==> src/rtl/core_pkg.sv <==
// Shared definitions for the fetch front end.
//   XLEN          : architectural address/data width
//   NOP_INSTR     : instruction word presented to decode when nothing is fetched
//   fetch_entry_t : one prefetch slot, the instruction together with its PC
package core_pkg;

    localparam int XLEN = 32;

    localparam logic [31:0] NOP_INSTR = 32'h0000_0013;

    typedef struct packed {
        logic [XLEN-1:0] pc;
        logic [31:0]     instr;
    } fetch_entry_t;

endpackage

==> src/rtl/sync_fifo.sv <==
// Single-clock FIFO with registered storage, used as the fetch prefetch buffer.
// DEPTH must be a power of two so the read/write pointers wrap naturally.
//   clock, reset : clock and asynchronous active-low reset
//   push/push_data : write one entry (ignored when full unless popping too)
//   pop          : drop the head entry (ignored when empty)
//   flush        : empty the FIFO; wins over push and pop in the same cycle
//   full, empty, count : occupancy status
//   head         : current head entry (undefined content when empty)
module sync_fifo #(
    parameter int DEPTH = 4,
    parameter int WIDTH = 64
) (
    input  logic                         clock,
    input  logic                         reset,
    input  logic                         push,
    input  logic [WIDTH-1:0]             push_data,
    input  logic                         pop,
    input  logic                         flush,
    output logic                         full,
    output logic                         empty,
    output logic [$clog2(DEPTH+1)-1:0]   count,
    output logic [WIDTH-1:0]             head
);

    localparam int PTR_W = $clog2(DEPTH);
    localparam int CNT_W = $clog2(DEPTH + 1);

    logic [WIDTH-1:0] mem_q [DEPTH];

    logic [PTR_W-1:0] wr_ptr_q, wr_ptr_d;
    logic [PTR_W-1:0] rd_ptr_q, rd_ptr_d;
    logic [CNT_W-1:0] count_q, count_d;

    logic do_push;
    logic do_pop;

    assign full  = (count_q == CNT_W'(DEPTH));
    assign empty = (count_q == '0);
    assign count = count_q;
    assign head  = mem_q[rd_ptr_q];

    assign do_pop  = pop & ~empty;
    // A full FIFO can still take a write when the head leaves in the same cycle.
    assign do_push = push & (~full | do_pop);

    always_comb begin
        wr_ptr_d = wr_ptr_q;
        rd_ptr_d = rd_ptr_q;
        count_d  = count_q;
        if (flush) begin
            wr_ptr_d = '0;
            rd_ptr_d = '0;
            count_d  = '0;
        end else begin
            if (do_push) begin
                wr_ptr_d = wr_ptr_q + PTR_W'(1);
            end
            if (do_pop) begin
                rd_ptr_d = rd_ptr_q + PTR_W'(1);
            end
            count_d = count_q + CNT_W'(do_push) - CNT_W'(do_pop);
        end
    end

    always_ff @(posedge clock or negedge reset) begin
        if (!reset) begin
            wr_ptr_q <= '0;
            rd_ptr_q <= '0;
            count_q  <= '0;
        end else begin
            wr_ptr_q <= wr_ptr_d;
            rd_ptr_q <= rd_ptr_d;
            count_q  <= count_d;
        end
    end

    // Storage needs no reset: occupancy is tracked by count_q alone.
    always_ff @(posedge clock) begin
        if (do_push && !flush) begin
            mem_q[wr_ptr_q] <= push_data;
        end
    end

endmodule

==> src/rtl/fetch_unit.sv <==
// Instruction fetch front end for a variable-latency instruction memory.
// Requests go out on a valid/ready channel, responses come back in order and
// cannot be stalled. Fetched words land in a prefetch FIFO that decode drains
// with if_valid/if_ready. A redirect flushes the FIFO and marks every fetch
// still in flight as stale so its response is thrown away on arrival.
//   clock, reset        : clock and asynchronous active-low reset
//   redirect_valid/pc   : taken branch/jump target from execute (bits [1:0] ignored)
//   imem_req_*          : fetch request channel (word-aligned address)
//   imem_rsp_*          : in-order response channel
//   if_valid/ready      : handshake to decode; if_pc/if_instr describe the head
module fetch_unit #(
    parameter int              XLEN              = core_pkg::XLEN,
    parameter logic [XLEN-1:0] RESET_PC          = '0,
    parameter int              FIFO_DEPTH        = 4,
    parameter int              MAX_LATENCY_CHECK = 0
) (
    input  logic            clock,
    input  logic            reset,
    input  logic            redirect_valid,
    input  logic [XLEN-1:0] redirect_pc,
    output logic            imem_req_valid,
    input  logic            imem_req_ready,
    output logic [XLEN-1:0] imem_req_addr,
    input  logic            imem_rsp_valid,
    input  logic [31:0]     imem_rsp_data,
    output logic            if_valid,
    input  logic            if_ready,
    output logic [XLEN-1:0] if_pc,
    output logic [31:0]     if_instr
);

    import core_pkg::*;

    localparam int CNT_W   = $clog2(FIFO_DEPTH + 1);
    localparam int ENTRY_W = XLEN + 32;

    logic [XLEN-1:0]  req_pc_q, req_pc_d;
    logic [XLEN-1:0]  rsp_pc_q, rsp_pc_d;
    logic [CNT_W-1:0] outstanding_q, outstanding_d;
    logic [CNT_W-1:0] drop_cnt_q, drop_cnt_d;

    logic [CNT_W-1:0]   fifo_count;
    logic               fifo_full;
    logic               fifo_empty;
    logic [ENTRY_W-1:0] fifo_head;
    logic               fifo_pop;

    logic [CNT_W:0]  inflight;
    logic            credit;
    logic            req_fire;
    logic            rsp_any;
    logic            rsp_stale;
    logic            rsp_live;
    logic [XLEN-1:0] redirect_tgt;

    // Every live entry plus every fetch still in flight owns a FIFO slot, so a
    // live response always finds room.
    assign inflight = {1'b0, fifo_count} + {1'b0, outstanding_q};
    assign credit   = (inflight < (CNT_W + 1)'(FIFO_DEPTH));

    // Gating with reset keeps the request low while reset is held; the credit
    // term alone would be true because all counters are cleared.
    assign imem_req_valid = credit & ~redirect_valid & reset;
    assign imem_req_addr  = req_pc_q;
    assign req_fire       = imem_req_valid & imem_req_ready;

    // A response with nothing outstanding is not ours and is ignored.
    assign rsp_any   = imem_rsp_valid & (outstanding_q != '0);
    assign rsp_stale = rsp_any & (drop_cnt_q != '0);
    assign rsp_live  = rsp_any & (drop_cnt_q == '0) & ~redirect_valid;

    assign redirect_tgt = redirect_pc & ~XLEN'(3);

    assign fifo_pop = if_valid & if_ready;

    always_comb begin
        req_pc_d      = req_pc_q;
        rsp_pc_d      = rsp_pc_q;
        outstanding_d = outstanding_q + CNT_W'(req_fire) - CNT_W'(rsp_any);
        drop_cnt_d    = drop_cnt_q;

        if (redirect_valid) begin
            req_pc_d   = redirect_tgt;
            rsp_pc_d   = redirect_tgt;
            // Whatever remains in flight after this cycle belongs to the old path.
            drop_cnt_d = outstanding_q - CNT_W'(rsp_any);
        end else begin
            if (req_fire) begin
                req_pc_d = req_pc_q + XLEN'(4);
            end
            if (rsp_live) begin
                rsp_pc_d = rsp_pc_q + XLEN'(4);
            end
            if (rsp_stale) begin
                drop_cnt_d = drop_cnt_q - CNT_W'(1);
            end
        end
    end

    always_ff @(posedge clock or negedge reset) begin
        if (!reset) begin
            req_pc_q      <= RESET_PC;
            rsp_pc_q      <= RESET_PC;
            outstanding_q <= '0;
            drop_cnt_q    <= '0;
        end else begin
            req_pc_q      <= req_pc_d;
            rsp_pc_q      <= rsp_pc_d;
            outstanding_q <= outstanding_d;
            drop_cnt_q    <= drop_cnt_d;
        end
    end

    sync_fifo #(
        .DEPTH (FIFO_DEPTH),
        .WIDTH (ENTRY_W)
    ) u_fifo (
        .clock     (clock),
        .reset     (reset),
        .push      (rsp_live),
        .push_data ({rsp_pc_q, imem_rsp_data}),
        .pop       (fifo_pop),
        .flush     (redirect_valid),
        .full      (fifo_full),
        .empty     (fifo_empty),
        .count     (fifo_count),
        .head      (fifo_head)
    );

    // Entry layout is {pc, instr}; an empty FIFO presents PC 0 and a NOP.
    assign if_valid = ~fifo_empty;
    assign if_pc    = if_valid ? fifo_head[ENTRY_W-1:32] : '0;
    assign if_instr = if_valid ? fifo_head[31:0] : NOP_INSTR;

    a_live_push_has_room : assert property (
        @(posedge clock) disable iff (!reset) rsp_live |-> !fifo_full
    );

    generate
        if (MAX_LATENCY_CHECK != 0) begin : g_rsp_check
            a_rsp_has_request : assert property (
                @(posedge clock) disable iff (!reset)
                imem_rsp_valid |-> (outstanding_q != '0)
            );
        end
    endgenerate

endmodule
==> config.mk <==
export PLATFORM = sky130hd
export DESIGN_NAME = fetch_unit
export DESIGN_NICKNAME = d
export VERILOG_FILES = /design/src/rtl/core_pkg.sv /design/src/rtl/sync_fifo.sv /design/src/rtl/fetch_unit.sv
export SDC_FILE = /design/constraint.sdc
export NUM_CORES = 1
export LEC_CHECK = 0
export CORE_AREA = 10 10 148 219
export CTS_CLUSTER_SIZE = 28
export DETAILED_ROUTE_END_ITERATION = 7
export DIE_AREA = 0 0 158 229
export GPL_TIMING_DRIVEN = 0
export PLACE_DENSITY_LB_ADDON = 0.3
export SLEW_MARGIN = 5
export SYNTH_ARGS = -nofsm -noshare
export SYNTH_HDL_FRONTEND = slang
export SYNTH_HIERARCHICAL = 1
export SYNTH_SLANG_ARGS = --single-unit
==> constraint.sdc <==
create_clock -name clock -period 3.6 [get_ports clock]
set_clock_uncertainty 0.1 [all_clocks]
set_input_delay 0.72 -clock clock [delete_from_list [all_inputs] [get_ports clock]]
set_output_delay 0.72 -clock clock [all_outputs]
set_load 0.005 [all_outputs]
==> results of run 1 <==
-- report_power, final --
group	switching, mW	leakage, nW	total (mW)	internal, mW
Combinational	0.456	2.18	0.945	0.489
Sequential	0.189	3.19	4.46	4.27
Clock	1.39	0.474	3.19	1.80
Total	2.04	5.84	8.59	6.56
-- per-layer routing --
metal,global-route usage,up-vias,wire (um)
li1,-,3712,-
met1,0.203,4039,12200
met5,0,-,0
met2,0.315,249,17200
met4,0.0822,0,1340
met3,0.0383,72,1940
-- metrics by stage --
step / setup WS (ns) / std cells / power (mW) / hold slack, ns
3_5_place_dp: -0.0885 / 1386 / 5.49 / 0.442
3_3_place_gp: -2.92 / 1381 / 5.45 / 0.411
5_1_grt: 0.0533 / 1444 / 8.95 / 0.0483
2_1_floorplan: 0.458 / 868 / 4.95 / 0.324
4_1_cts: 0.0244 / 1443 / 8.68 / 0.0274
6_report: 0.192 / 1444 / 8.59 / 0.0182
-- placed cells by master, fill, tap and decap left out, types with 4 or more instances in the layout --
| cell | instances |
|---|---|
| and3_1 | 11 |
| edfxtp_1 | 256 |
| xor2_1 | 33 |
| ha_1 | 15 |
| nor2_1 | 25 |
| buf_4 | 6 |
| clkbuf_16 | 31 |
| clkbuf_2 | 4 |
| clkdlybuf4s50_1 | 161 |
| buf_6 | 8 |
| o211ai_1 | 11 |
| and4_1 | 5 |
| nand4_1 | 23 |
| nand3_1 | 33 |
| a21oi_1 | 12 |
| dfrtp_1 | 73 |
| buf_2 | 8 |
| mux2_2 | 13 |
| conb_1 | 10 |
| nor2b_1 | 64 |
| buf_16 | 4 |
| o311ai_0 | 7 |
| nand2b_1 | 4 |
| mux4_2 | 64 |
| inv_1 | 20 |
| and2_4 | 4 |
| nand2_1 | 47 |
| nor3_1 | 9 |
| o21ai_0 | 32 |
| xnor2_1 | 12 |
| clkbuf_1 | 21 |
-- area by class of cell --
class,instances,area (um^2)
clock inverters,15,148
inverters,21,78.8
repair buffers,167,1750
multi-input cells,478,4230
well taps,351,439
diodes,1,2.50
flip-flops and latches,329,9510
clock buffers,42,847
fillers,2162,11200
plain buffers,40,251
-- timing repair --
action	in CTS	in global routing
setup endpoints to repair	44	22
resized for setup	5	6
pin swaps	0	0
gates cloned	0	0
endpoints found under the hold margin	0	0
-- worst paths after layout --
check                                        start             endpoint  slack [ns]
worst max register to register     u_fifo/count[1]     outstanding_q[2]        0.43
min in group clock                  redirect_valid         rsp_pc_q[25]        0.38
worst max-delay path            u_fifo/rd_ptr_q[0]            if_pc[17]        0.19
max in group asynchronous                    reset   u_fifo/wr_ptr_q[0]        2.78
worst min register to register        rsp_pc_q[21]  u_fifo/mem_q[2][53]        0.46
worst min-delay path                         reset    imem_req_addr[13]        0.02
-- state kept, by name, indices dropped and copies added, names as in the netlist --
name	count
imem_req_addr	30
u_fifo/count	3
rsp_pc_q	30
u_fifo/wr_ptr_q	2
outstanding_q	3
drop_cnt_q	3
u_fifo/rd_ptr_q	2
u_fifo/mem_q	256
-- critical path, cell delays in order, from the launching register on --
cell and delay [ns]:
dfrtp_1 0.40, buf_6 0.20, buf_6 0.22, mux4_2 0.55, nor2b_1 0.16, clkdlybuf4s50_1 0.48
==> results by stage, run 1 <==
Run status:
- The run finished with clean final reports.

Cells and area:
- The synthesis-to-finish area growth is 23.2%.
- For this run, the share of the core covered by cells in the final layout is 0.607.
- The area of all placed cells without fillers is 0.0173 mm^2.
- The net total in the final layout is 1,155.
- Of the cells placed in the final design, the portion with a size suffix greater than 1 is 0.163.

Synthesis:
- Averaged over all synthesized cells, the footprint is 16.3 um^2.
- Summing every instance area after synthesis gives 0.0140 mm^2.
- The count of yosys warnings during synthesis is 6.
- The gate count of the mapped netlist is 859.

Placed design:
- The HPWL after detailed placement is 22.6 mm.
- The count of port buffers added during placement is 162.
- The placed standard-cell area is 0.0162 mm^2.
- The final weighted congestion of routability-driven global placement is 0.902.

Hold path:
- The class of the most critical hold timing path is in -> async.

Drt:
- The detailed router finished its first iteration with 416 violations.
- The post-detailed-route via-to-cell ratio is 5.59.
- The remaining antenna violation count after routing is 0.
- The first-pass detailed-route iteration total is 4.
- For this run, design rule violations remaining after detail routing come to 0.
- The total number of vias is 8,072.
- The routed wirelength normalized by instance count is 22.6 um.
- The total length of routed wires is 32.6 mm.

STA:
- Setup repair after global routing left no endpoint under its margin.
- The final count of hold timing violations is 0.
- The minimum clock period is 3.41 ns.
- At the pin with the least slew margin, the transition time is 0.825 ns.
- The maximum clock frequency is 293 MHz.
- In the finished design, the share of the clock period the worst path needs comes to 0.947.
- The worst pin sits at a relative slew slack of 0.446.
- The accumulated negative setup slack is 0 ns.
- The total count of max-transition violations in the final report is 0.
- The total of endpoints with negative setup slack in the final report is 0.

Floorplanning:
- The vertical die dimension is 229 um.
- The count of boundary I/O pins is 168.
- The initial cell density of the core is 0.493.
- The area enclosed by the die boundary is 0.0362 mm^2.
- The initialized floorplan defines 76 standard-cell rows.
- After floorplanning, the core was sized to cover 0.0284 mm^2.
- Measured along the x axis, the die boundary spans 158 um.

Clock tree:
- The TritonCTS sink count is 329.
- The clock network latency to the later pin of the worst-skew pair is 0.57 ns.
- The CTS tree is yes.
- The number of hold buffers added after CTS was 0.
- The buffer count from post-CTS setup fixing is 0.
- CTS built an H-tree with a depth of 1.
- The longest clock path from root to sink contains 3 buffers.
- CTS placed an instance of clkbuf_16 at the clock tree root.
- The number of buffers inserted during clock tree synthesis is 31.
- After clock tree synthesis, the clock-pin slew on the worst setup and hold paths is 0.07 ns.

Power:
- In this run the power density over the cells is 498 mW/mm^2.
- The reported leakage power is 5.84 nW.
- Across the VDD grid, the largest voltage drop is 0.336 mV.

Critical path:
- The endpoint arrival time on the critical path is 2.59 ns.
- STA classifies the critical path startpoint as a flop.
- STA puts the critical path data required time at 2.78 ns.
- The cell count of the worst reg-to-reg path is 13.
- The critical path is of the reg -> out type.
- The largest fanout on the critical path is 10.
- STA classifies the critical path endpoint as an output port.

Job:
- The count of max-cap constraint violations is 0.

Global route:
- The overflow left after global routing is 0.
- The initial antenna violation count is 1.
- The overall track demand over capacity in global routing is 0.179.
- The number of global-route vias before repair is 8,520.
- The largest net degree at the start of global routing is 52.
- The wire length of the first global-routing pass is 50.1 mm.
No activity file was read; power rests on OpenSTA's default activity.
==> run 2, diff against run 1 <==
--- a/config.mk
+++ b/config.mk
@@ -5,6 +5,8 @@
 export SDC_FILE = /design/constraint.sdc
 export NUM_CORES = 1
 export LEC_CHECK = 0
+export ABC_CLOCK_PERIOD_IN_PS = 3600
+export CAP_MARGIN = 5
 export CORE_AREA = 10 10 148 219
 export CTS_CLUSTER_SIZE = 28
 export DETAILED_ROUTE_END_ITERATION = 7
==> results of run 2 <==
Same layout as run 1: the final DEF is identical, and so are final timing and power.
==> run 3, diff against run 2 <==
--- a/config.mk
+++ b/config.mk
@@ -5,14 +5,16 @@
 export SDC_FILE = /design/constraint.sdc
 export NUM_CORES = 1
 export LEC_CHECK = 0
-export ABC_CLOCK_PERIOD_IN_PS = 3600
+export ABC_CLOCK_PERIOD_IN_PS = 3370
 export CAP_MARGIN = 5
 export CORE_AREA = 10 10 148 219
+export CTS_BUF_LIST = sky130_fd_sc_hd__clkbuf_16
 export CTS_CLUSTER_SIZE = 28
 export DETAILED_ROUTE_END_ITERATION = 7
 export DIE_AREA = 0 0 158 229
 export GPL_TIMING_DRIVEN = 0
 export PLACE_DENSITY_LB_ADDON = 0.3
+export SKIP_CTS_REPAIR_TIMING = 1
 export SLEW_MARGIN = 5
 export SYNTH_ARGS = -nofsm -noshare
 export SYNTH_HDL_FRONTEND = slang
==> constraint.sdc (replaced) <==
create_clock -name clock -period 3.37 [get_ports clock]
set_clock_uncertainty 0.1 [all_clocks]
set_input_delay 0.674 -clock clock [delete_from_list [all_inputs] [get_ports clock]]
set_output_delay 0.674 -clock clock [all_outputs]
set_load 0.005 [all_outputs]
==> run 3 against run 2 <==
  * The flow now finishes with violations (negative hold slack)
  * Die area is the same
  * First-iteration DRC count grew 14%
  * Via count shrank 0.21%
  * Critical path depth is the same
  * Combinational power grew 7%
  * Routed wire length is essentially flat
  * Hold slack lost 0.044 ns
  * Sequential power grew 6.7%
  * Sequential cell count is the same
  * Critical endpoint unchanged
==> results by stage, run 3 (same netlist as run 1, synthesis figures left out) <==
Clock tree:
- At the later pin of the worst-skew pair, clock insertion delay measures 0.57 ns.
- Clock-pin slew was measured on the worst setup and hold paths at 0.07 ns.
- The number of buffers inserted during clock tree synthesis is 31.
- In this run the number of H-tree levels came out at 1.
- The tree is rooted in a clkbuf_16.
- TritonCTS built the clock tree.
- The TritonCTS sink count is 329.
- The number of buffers on the longest clock path is 3.

Drt:
- The count of routing violations after the opening detailed-route iteration is 473.
- For this block, the routed nets add up to 32.7 mm of wire.
- Detailed routing inserted a total of 8,055 vias.
- For this run, design rule violations remaining after detail routing come to 0.
- The routed wirelength normalized by instance count is 22.6 um.
- The post-detailed-route via-to-cell ratio is 5.57.
- The remaining antenna violation count after routing is 0.
- The first detailed-routing pass took 4 iterations.

Power:
- Summed over all cells, the static leakage comes to 5.90 nW.
- For this design the ratio of total power to cell area is 527 mW/mm^2.
- The worst-case IR drop observed on VDD is 0.360 mV.
- The post-layout total power is 9.10 mW.

Floorplanning:
- The die covers 0.0362 mm^2.
- The region available for standard cell placement spans 0.0284 mm^2.
- The die is 158 um wide.
- During I/O placement, the number of pins put on the boundary was 168.
- The number of standard-cell rows in the floorplan is 76.
- The initial cell density of the core is 0.493.
- The vertical die dimension is 229 um.

Global route:
- After global routing the overflow that remains totals 0.
- In the global route stage, met1 resource usage came out at 0.203.
- For this run, global-route usage on met3 was measured as 0.0383.
- Entering global routing, the biggest net connects 52 pins.
- The number of global-route vias before repair is 8,514.
- The initial antenna violation count is 1.
- The overall track demand over capacity in global routing is 0.179.
- The wire length of the first global-routing pass is 50.0 mm.
- The layer flagged by global routing as most heavily used is met2.
- The met2 routing resource usage after global routing is 0.314.

Hold path:
- The min-delay analysis places its worst path in the category in -> async.

STA:
- The maximum clock frequency is 307 MHz.
- The total count of max-transition violations in the final report is 0.
- Of the available clock period, the critical path in the final layout requires 0.967.
- The worst pin sits at a relative slew slack of 0.450.
- Setup slack on the critical path of the routed design comes to 0.110 ns.
- Counting I/O delays and the setup requirement, the final critical path takes 3.26 ns.
- Final hold analysis gives a worst-case slack of -0.0260 ns.
- The total of endpoints with negative setup slack in the final report is 0.
- Adding up every negative setup slack in the final design gives 0 ns.
- The transition time at the pin with the least slew margin is 0.819 ns.
- The final count of hold timing violations came to 8.
- Setup repair after global routing left no endpoint under its margin.

Critical path:
- Data on the critical path is required at its endpoint by 2.60 ns.
- The critical path is of the reg -> out type.
- The largest fanout on the critical path is 10.
- STA classifies the critical path endpoint as an output port.
- The startpoint type of the worst setup path is a flop.
- The endpoint arrival time on the critical path is 2.49 ns.

Cells and area:
- The synthesis-to-finish area growth is 23.2%.
- In the layout the commonest cells are 256 x edfxtp_1, 160 x clkdlybuf4s50_1, 72 x dfrtp_1.
- The register with the most flip-flops in the layout has 256 of them.
- For this run, the post-layout net count is 1,156.
- Leaving out filler cells and counting taps, the final layout contains 1,445.
- Counting the fill cells in the layout gives 2,161.
- Ranked by flip-flop count, first place goes to u_fifo/mem_q.
- After routing the design area is 0.0173 mm^2.
- For this run, the share of the core covered by cells in the final layout is 0.607.
- The most common cell after layout, fill and taps aside is edfxtp_1.
- The fraction of final layout cells with drive strength greater than 1 is 0.167.

Placed design:
- Input and output buffers added on the ports amount to 162.
- The total placed cells including tap cells is 1,386.
- Timing analysis after detailed placement gives a worst setup slack of -0.272 ns.
- Routability-driven placement finished with a final weighted congestion of 0.902.
- The placed standard-cell area is 0.0162 mm^2.
- After legalization and detailed placement, the total HPWL measured 22.6 mm.

Run status:
- The final reports fail on negative hold slack.
- The flow ran to the end, but the final reports show violations.

Job:
- Max-cap violations in this run came to 0.
## run 3: cell type report
cell class | count | area (um^2) | area share
Timing Repair Buffer | 168 | 1760 | 0.102
Buffer | 40 | 275 | 0.0159
Clock inverter | 26 | 189 | 0.0109
Tap cell | 351 | 439 | 0.0254
Sequential cell | 329 | 9520 | 0.551
Clock buffer | 31 | 776 | 0.0449
Antenna cell | 1 | 2.50 | 0.000145
Multi-Input combinational cell | 478 | 4230 | 0.245
Inverter | 21 | 78.8 | 0.00456
## run 3: final timing paths
path	from	endpoint	slack [ns]	cells after the start
max	u_fifo/rd_ptr_q[0]	if_pc[17]	0.11	5
min	reset	imem_req_addr[13]	-0.03	1
max reg2reg	u_fifo/count[2]	outstanding_q[2]	0.23	13
min reg2reg	rsp_pc_q[21]	u_fifo/mem_q[2][53]	0.45	0
max in group asynchronous	reset	u_fifo/count[1]	2.58	2
min in group clock	redirect_valid	rsp_pc_q[25]	0.33	3
## run 3: metal layers
layer / wire, um / up-vias
li1: - / 3715
met1: 12300 / 4017
met2: 17000 / 251
met3: 1960 / 72
met4: 1340 / 0
met5: 0 / -
## run 3: power breakdown
part	leakage [nW]	internal, mW	switching, mW	total [mW]
Clock	0.498	1.83	1.49	3.32
Combinational	2.21	0.526	0.486	1.01
Sequential	3.19	4.56	0.202	4.76
Total	5.90	6.91	2.18	9.10
## run 3: worst max-delay path, stage by stage (launching register included)
cell and delay (ns):
dfrtp_1 0.37, buf_8 0.18, buf_8 0.19, mux4_2 0.54, nor2b_1 0.16, clkdlybuf4s50_1 0.47
